--- config.mk ---
export PLATFORM = sky130hd
export DESIGN_NAME = rs232_rx_drain_flat
export DESIGN_NICKNAME = d
export VERILOG_FILES = /design/src/rtl/rs232_rx_drain_if.sv /design/src/rtl/rs232_rx_drain.sv /design/src/flat_wrapper.sv
export SDC_FILE = /design/constraint.sdc
export NUM_CORES = 1
export LEC_CHECK = 0
export CAP_MARGIN = 30
export CORE_ASPECT_RATIO = 0.8
export CORE_MARGIN = 8
export CORE_UTILIZATION = 40
export CTS_CLUSTER_DIAMETER = 80
export DETAILED_ROUTE_END_ITERATION = 7
export PLACE_DENSITY = 0.75
export SLEW_MARGIN = 20
export SYNTH_ARGS = -nofsm -noshare
export SYNTH_HDL_FRONTEND = slang
export SYNTH_SLANG_ARGS = --single-unit
export TNS_END_PERCENT = 5
--- constraint.sdc ---
create_clock -name iClk -period 1.5 [get_ports iClk]
set_input_delay 0.225 -clock iClk [delete_from_list [all_inputs] [get_ports iClk]]
set_output_delay 0.225 -clock iClk [all_outputs]
set_load 0.01 [all_outputs]
--- src/rtl/rs232_rx_drain_if.sv ---
// rs232_rx_drain_if: receive-buffer read port plus the outgoing valid/ready byte stream
interface rs232_rx_drain_if #(
    parameter int ADDR_W = 3
);
    logic [ADDR_W-1:0] iRx_addr;
    logic [ADDR_W-1:0] oRead_addr;
    logic [7:0]        iRx_data;
    logic [7:0]        oData;
    logic              oValid;
    logic              iReady;
    logic [ADDR_W:0]   oPending;

    modport master (
        input  iRx_addr, iRx_data, iReady,
        output oRead_addr, oData, oValid, oPending
    );

    modport slave (
        output iRx_addr, iRx_data, iReady,
        input  oRead_addr, oData, oValid, oPending
    );
endinterface

--- src/rtl/rs232_rx_drain.sv ---
// rs232_rx_drain: drains the pointer-polled RS232 receive buffer into a valid/ready byte stream
// Optional handshake counter on oByte_count when RS232_RX_DRAIN_STATS_EN is defined.
module rs232_rx_drain #(
    parameter int ADDR_W       = 3,
    parameter int READ_LATENCY = 1
) (
    input  logic                  iClk,
    input  logic                  iRst,
`ifdef RS232_RX_DRAIN_STATS_EN
    output logic [15:0]           oByte_count,
`endif
    rs232_rx_drain_if.master      bus
);
    typedef enum logic [1:0] {IDLE, FETCH, HOLD} state_t;

    localparam logic [1:0] LAST = 2'(READ_LATENCY - 1);

    state_t            state, stateNext;
    logic [ADDR_W-1:0] rdPtr;
    logic [1:0]        waitCnt;
    logic [7:0]        dataReg;
    logic              capture, consume;

    assign bus.oRead_addr = rdPtr;
    assign bus.oData      = dataReg;
    assign bus.oValid     = state == HOLD;
    assign bus.oPending   = {1'b0, ADDR_W'(bus.iRx_addr - rdPtr)};

    // Next state: wait for a pointer mismatch, ride out the read latency, hold until accepted
    always_comb begin
        capture   = state == FETCH && waitCnt == LAST;
        consume   = state == HOLD && bus.iReady;
        stateNext = state;
        if (state == IDLE && bus.iRx_addr != rdPtr)
            stateNext = FETCH;
        else if (capture)
            stateNext = HOLD;
        else if (consume)
            stateNext = IDLE;
    end

    // State, latency counter, captured byte and read pointer; reset drops any held byte
    always_ff @(posedge iClk or negedge iRst) begin
        if (!iRst) begin
            state   <= IDLE;
            waitCnt <= '0;
            dataReg <= '0;
            rdPtr   <= '0;
        end else begin
            state   <= stateNext;
            waitCnt <= state == FETCH ? waitCnt + 2'd1 : 2'd0;
            if (capture)
                dataReg <= bus.iRx_data;
            if (consume)
                rdPtr <= rdPtr + 1'b1;
        end
    end

`ifdef RS232_RX_DRAIN_STATS_EN
    // Count every accepted byte, wrapping at 16 bits
    always_ff @(posedge iClk or negedge iRst) begin
        if (!iRst)
            oByte_count <= '0;
        else if (consume)
            oByte_count <= oByte_count + 16'd1;
    end
`endif
endmodule
--- src/flat_wrapper.sv ---
// flat-port wrapper written by rule: the top's interface ports become plain ports
module rs232_rx_drain_flat 
#(
    parameter int ADDR_W       = 3,
    parameter int READ_LATENCY = 1
)
  (iClk, iRst, bus_iRx_addr, bus_iRx_data, bus_iReady, bus_oRead_addr, bus_oData, bus_oValid, bus_oPending);
  rs232_rx_drain_if #(.ADDR_W(ADDR_W)) bus_i ();
  input  logic iClk;
  input  logic iRst;
  input wire logic [$bits(bus_i.iRx_addr)-1:0] bus_iRx_addr;
  input wire logic [$bits(bus_i.iRx_data)-1:0] bus_iRx_data;
  input wire logic [$bits(bus_i.iReady)-1:0] bus_iReady;
  output wire logic [$bits(bus_i.oRead_addr)-1:0] bus_oRead_addr;
  output wire logic [$bits(bus_i.oData)-1:0] bus_oData;
  output wire logic [$bits(bus_i.oValid)-1:0] bus_oValid;
  output wire logic [$bits(bus_i.oPending)-1:0] bus_oPending;
  assign bus_i.iRx_addr = bus_iRx_addr;
  assign bus_i.iRx_data = bus_iRx_data;
  assign bus_i.iReady = bus_iReady;
  assign bus_oRead_addr = bus_i.oRead_addr;
  assign bus_oData = bus_i.oData;
  assign bus_oValid = bus_i.oValid;
  assign bus_oPending = bus_i.oPending;
  rs232_rx_drain #(.ADDR_W(ADDR_W), .READ_LATENCY(READ_LATENCY)) u_core (.iClk(iClk), .iRst(iRst), .bus(bus_i));
endmodule
==> results.ini <==
[route]
wirelength_um = 1670
vias = 525
antenna_left = 0
vias_per_cell = 4.41
drt-wirelength-per-cell_um = 14.0
route.detailed.drc = 0
dr.first_iter.drc_count = 15
dr.pass1.iters = 4

[job]
maxCapViolCount = 0

[synth]
yosys.area.top_type_share = 0.512
syn_nets = 73
ys_seq_elements = 15
synth.area.top_cells = dfrtp_1, mux2_4, ha_1, xnor2_1, inv_1
syn_area_um2 = 733
yosys_warnings = 0
syn_avg_cell_area_um2 = 13.6
syn_inst = 54
yosys.area.top_type = dfrtp_1
seq_area_frac_synth = 0.512
ys_types = 17

[global_routing]
antenna_found_initial = 0
gr-total-overflow = 0
grt_pass1_vias = 609
grt_pass1_wl_um = 2770
grt_start_max_net_pins = 16
grt_use_total = 0.101

[pwr]
p_leak_nw = 0.546
vdd_drop_max_v = 0.00107
power_mw = 2.39
powerDensity_mw_per_mm2 = 2110

[clocking]
cts_tree = done
cts_buffers = 3
cts-htree-levels = 1
clockBufferDepth = 2
clk_pin_slew_ns = 0.09
clk_latency_ns = 0.28
ctsRootBufferMaster = clkbuf_4
cts_sinks = 15

[floorplanning]
core_area_mm2 = 0.00180
start_util = 0.406
die_height_um = 54.3
num_io_pins = 30
die_w_um = 63.9
rows = 14
dieArea_mm2 = 0.00347

[final_layout]
final_layout_size_suffix_gt1_frac = 0.316
areaGrowthSynthToFinish_pct = 54.3
mostFrequentLayoutCells = clkdlybuf4s50_1, dfrtp_1, buf_4
final_common_cell = clkdlybuf4s50_1
nNetsFinal = 115
diodes = 0
final_util = 0.627

[timing]
max_freq_mhz = 572
finalMaxSlewViolations = 0
clock-skew-final_ns = 0.00696
finalHoldViolCount = 0
setup_viol = 2
hold_slack_ns = 0.248
setup_tns_ns = -0.445
post-route-min-period_ns = 1.75
period_share = 1.17
rsz0062_at_grt = true
fin_ws_ns = -0.248

[worst_setup_path]
path_cells = ha_2 > fa_2 > inv_2 > buf_6
required_ns = 1.27
worstReg2RegEnd = u_core.bus.oData[4]$_DFFE_PN0P_
timing.critical_path.slowest_cell_delay_ns = 0.52
startpoint_type = flop
path_buf_inv = 2
arrival_ns = 1.52
r2r_start = u_core.waitCnt[0]$_DFF_PN0_
cp_top_family = adder cells
crit_fanout = 2
ff2ff_setup_slack_ns = 0.13
worstSetupEndpointType = output pin
r2r_cells = 5
crit_type = flop to output pin
slowest_stage = fa_2

[placed_design]
hpwl_um = 1280
io_buffer_count = 28
dpl_worst_slack_ns = -0.779
routabilityCongestion = 0.702

[outcome]
status = finished with violations
violations = setup timing

[worst_hold_path]
hold_class = input pin to async pin

flip-flops by register name, summed over array words and instances (netlist names):
signal                 flops
u_core.waitCnt             2
u_core.state               2
u_core.bus.oData           8
u_core.bus.oRead_addr      3
kinds of logic (layout without fill, tap and decap cells):
| kind of cell | after synthesis | after routing | synth area share |
|---|---|---|---|
| AO/OA/AOI/OAI | 3 | 3 | 0.0256 |
| XOR/XNOR | 4 | 4 | 0.0478 |
| adder cells (fa/ha/maj) | 5 | 5 | 0.0956 |
| buffers and inverters | 10 | 51 | 0.0666 |
| flip-flops | 15 | 15 | 0.512 |
| multiplexers | 9 | 9 | 0.179 |
| other | 1 | 1 | 0.00511 |
| AND/OR/NAND/NOR | 7 | 7 | 0.0683 |
routing by layer:
metal  wire (um)  up-vias  track usage
li1            -      255            -
met1         686      250        0.113
met2         838       20        0.180
met3         140        0       0.0470
met4           0        0       0.0111
met5           0        -            0
synth_stat cells:
cell type,n
dfrtp_1,15
inv_1,8
mux2_4,8
ha_1,4
xnor2_1,4
and3_1,2
nor2b_1,2
o21ai_0,2
a311oi_1,1
and3b_1,1
buf_4,1
buf_6,1
conb_1,1
fa_1,1
mux2_2,1
nand3b_1,1
nand4b_1,1
worst max-delay path by stage:
stage | start | end | slack (ns) | depth (start not counted)
global route | u_core.bus.oRead_addr[0]$_DFFE_PN0P_ | bus_oPending[1] | -0.30 | 4
global placement | bus_iRx_addr[0] | bus_oPending[2] | -0.71 | 6
CTS | u_core.bus.oRead_addr[0]$_DFFE_PN0P_ | bus_oPending[1] | -0.26 | 4
finish | u_core.bus.oRead_addr[0]$_DFFE_PN0P_ | bus_oPending[1] | -0.25 | 4
detailed placement | bus_iRx_addr[0] | bus_oPending[2] | -0.78 | 6
floorplan | u_core.bus.oRead_addr[0]$_DFFE_PN0P_ | bus_oPending[2] | 0.01 | 3
power by group:
group | total, mW | internal (mW) | switching [mW]
registers | 0.707 | 0.602 | 0.105
clock network | 0.230 | 0.103 | 0.127
logic | 1.45 | 0.887 | 0.563
cell type report:
| class | count | area (um2) |
|---|---|---|
| multi-input combinational | 29 | 322 |
| tap | 24 | 30.0 |
| fill | 154 | 673 |
| inverter | 8 | 30.0 |
| timing repair buffer | 39 | 348 |
| clock buffer | 4 | 26.3 |
| sequential | 15 | 375 |
metrics by stage:
stage | instances | instance area (um2)
after floorplan | 54 | 741
after global placement | 114 | 1110
after detailed placement | 114 | 1110
after CTS | 118 | 1120
after global routing | 119 | 1130
final | 119 | 1130
timing repair:
action                     in CTS  in global routing
buffers inserted                0                  1
setup endpoints to repair       7                  3
pin swaps                       2                  0
hold buffers                    0                  0
gates resized for setup        17                  3
Note: power is estimated with default switching activity, not from simulation.
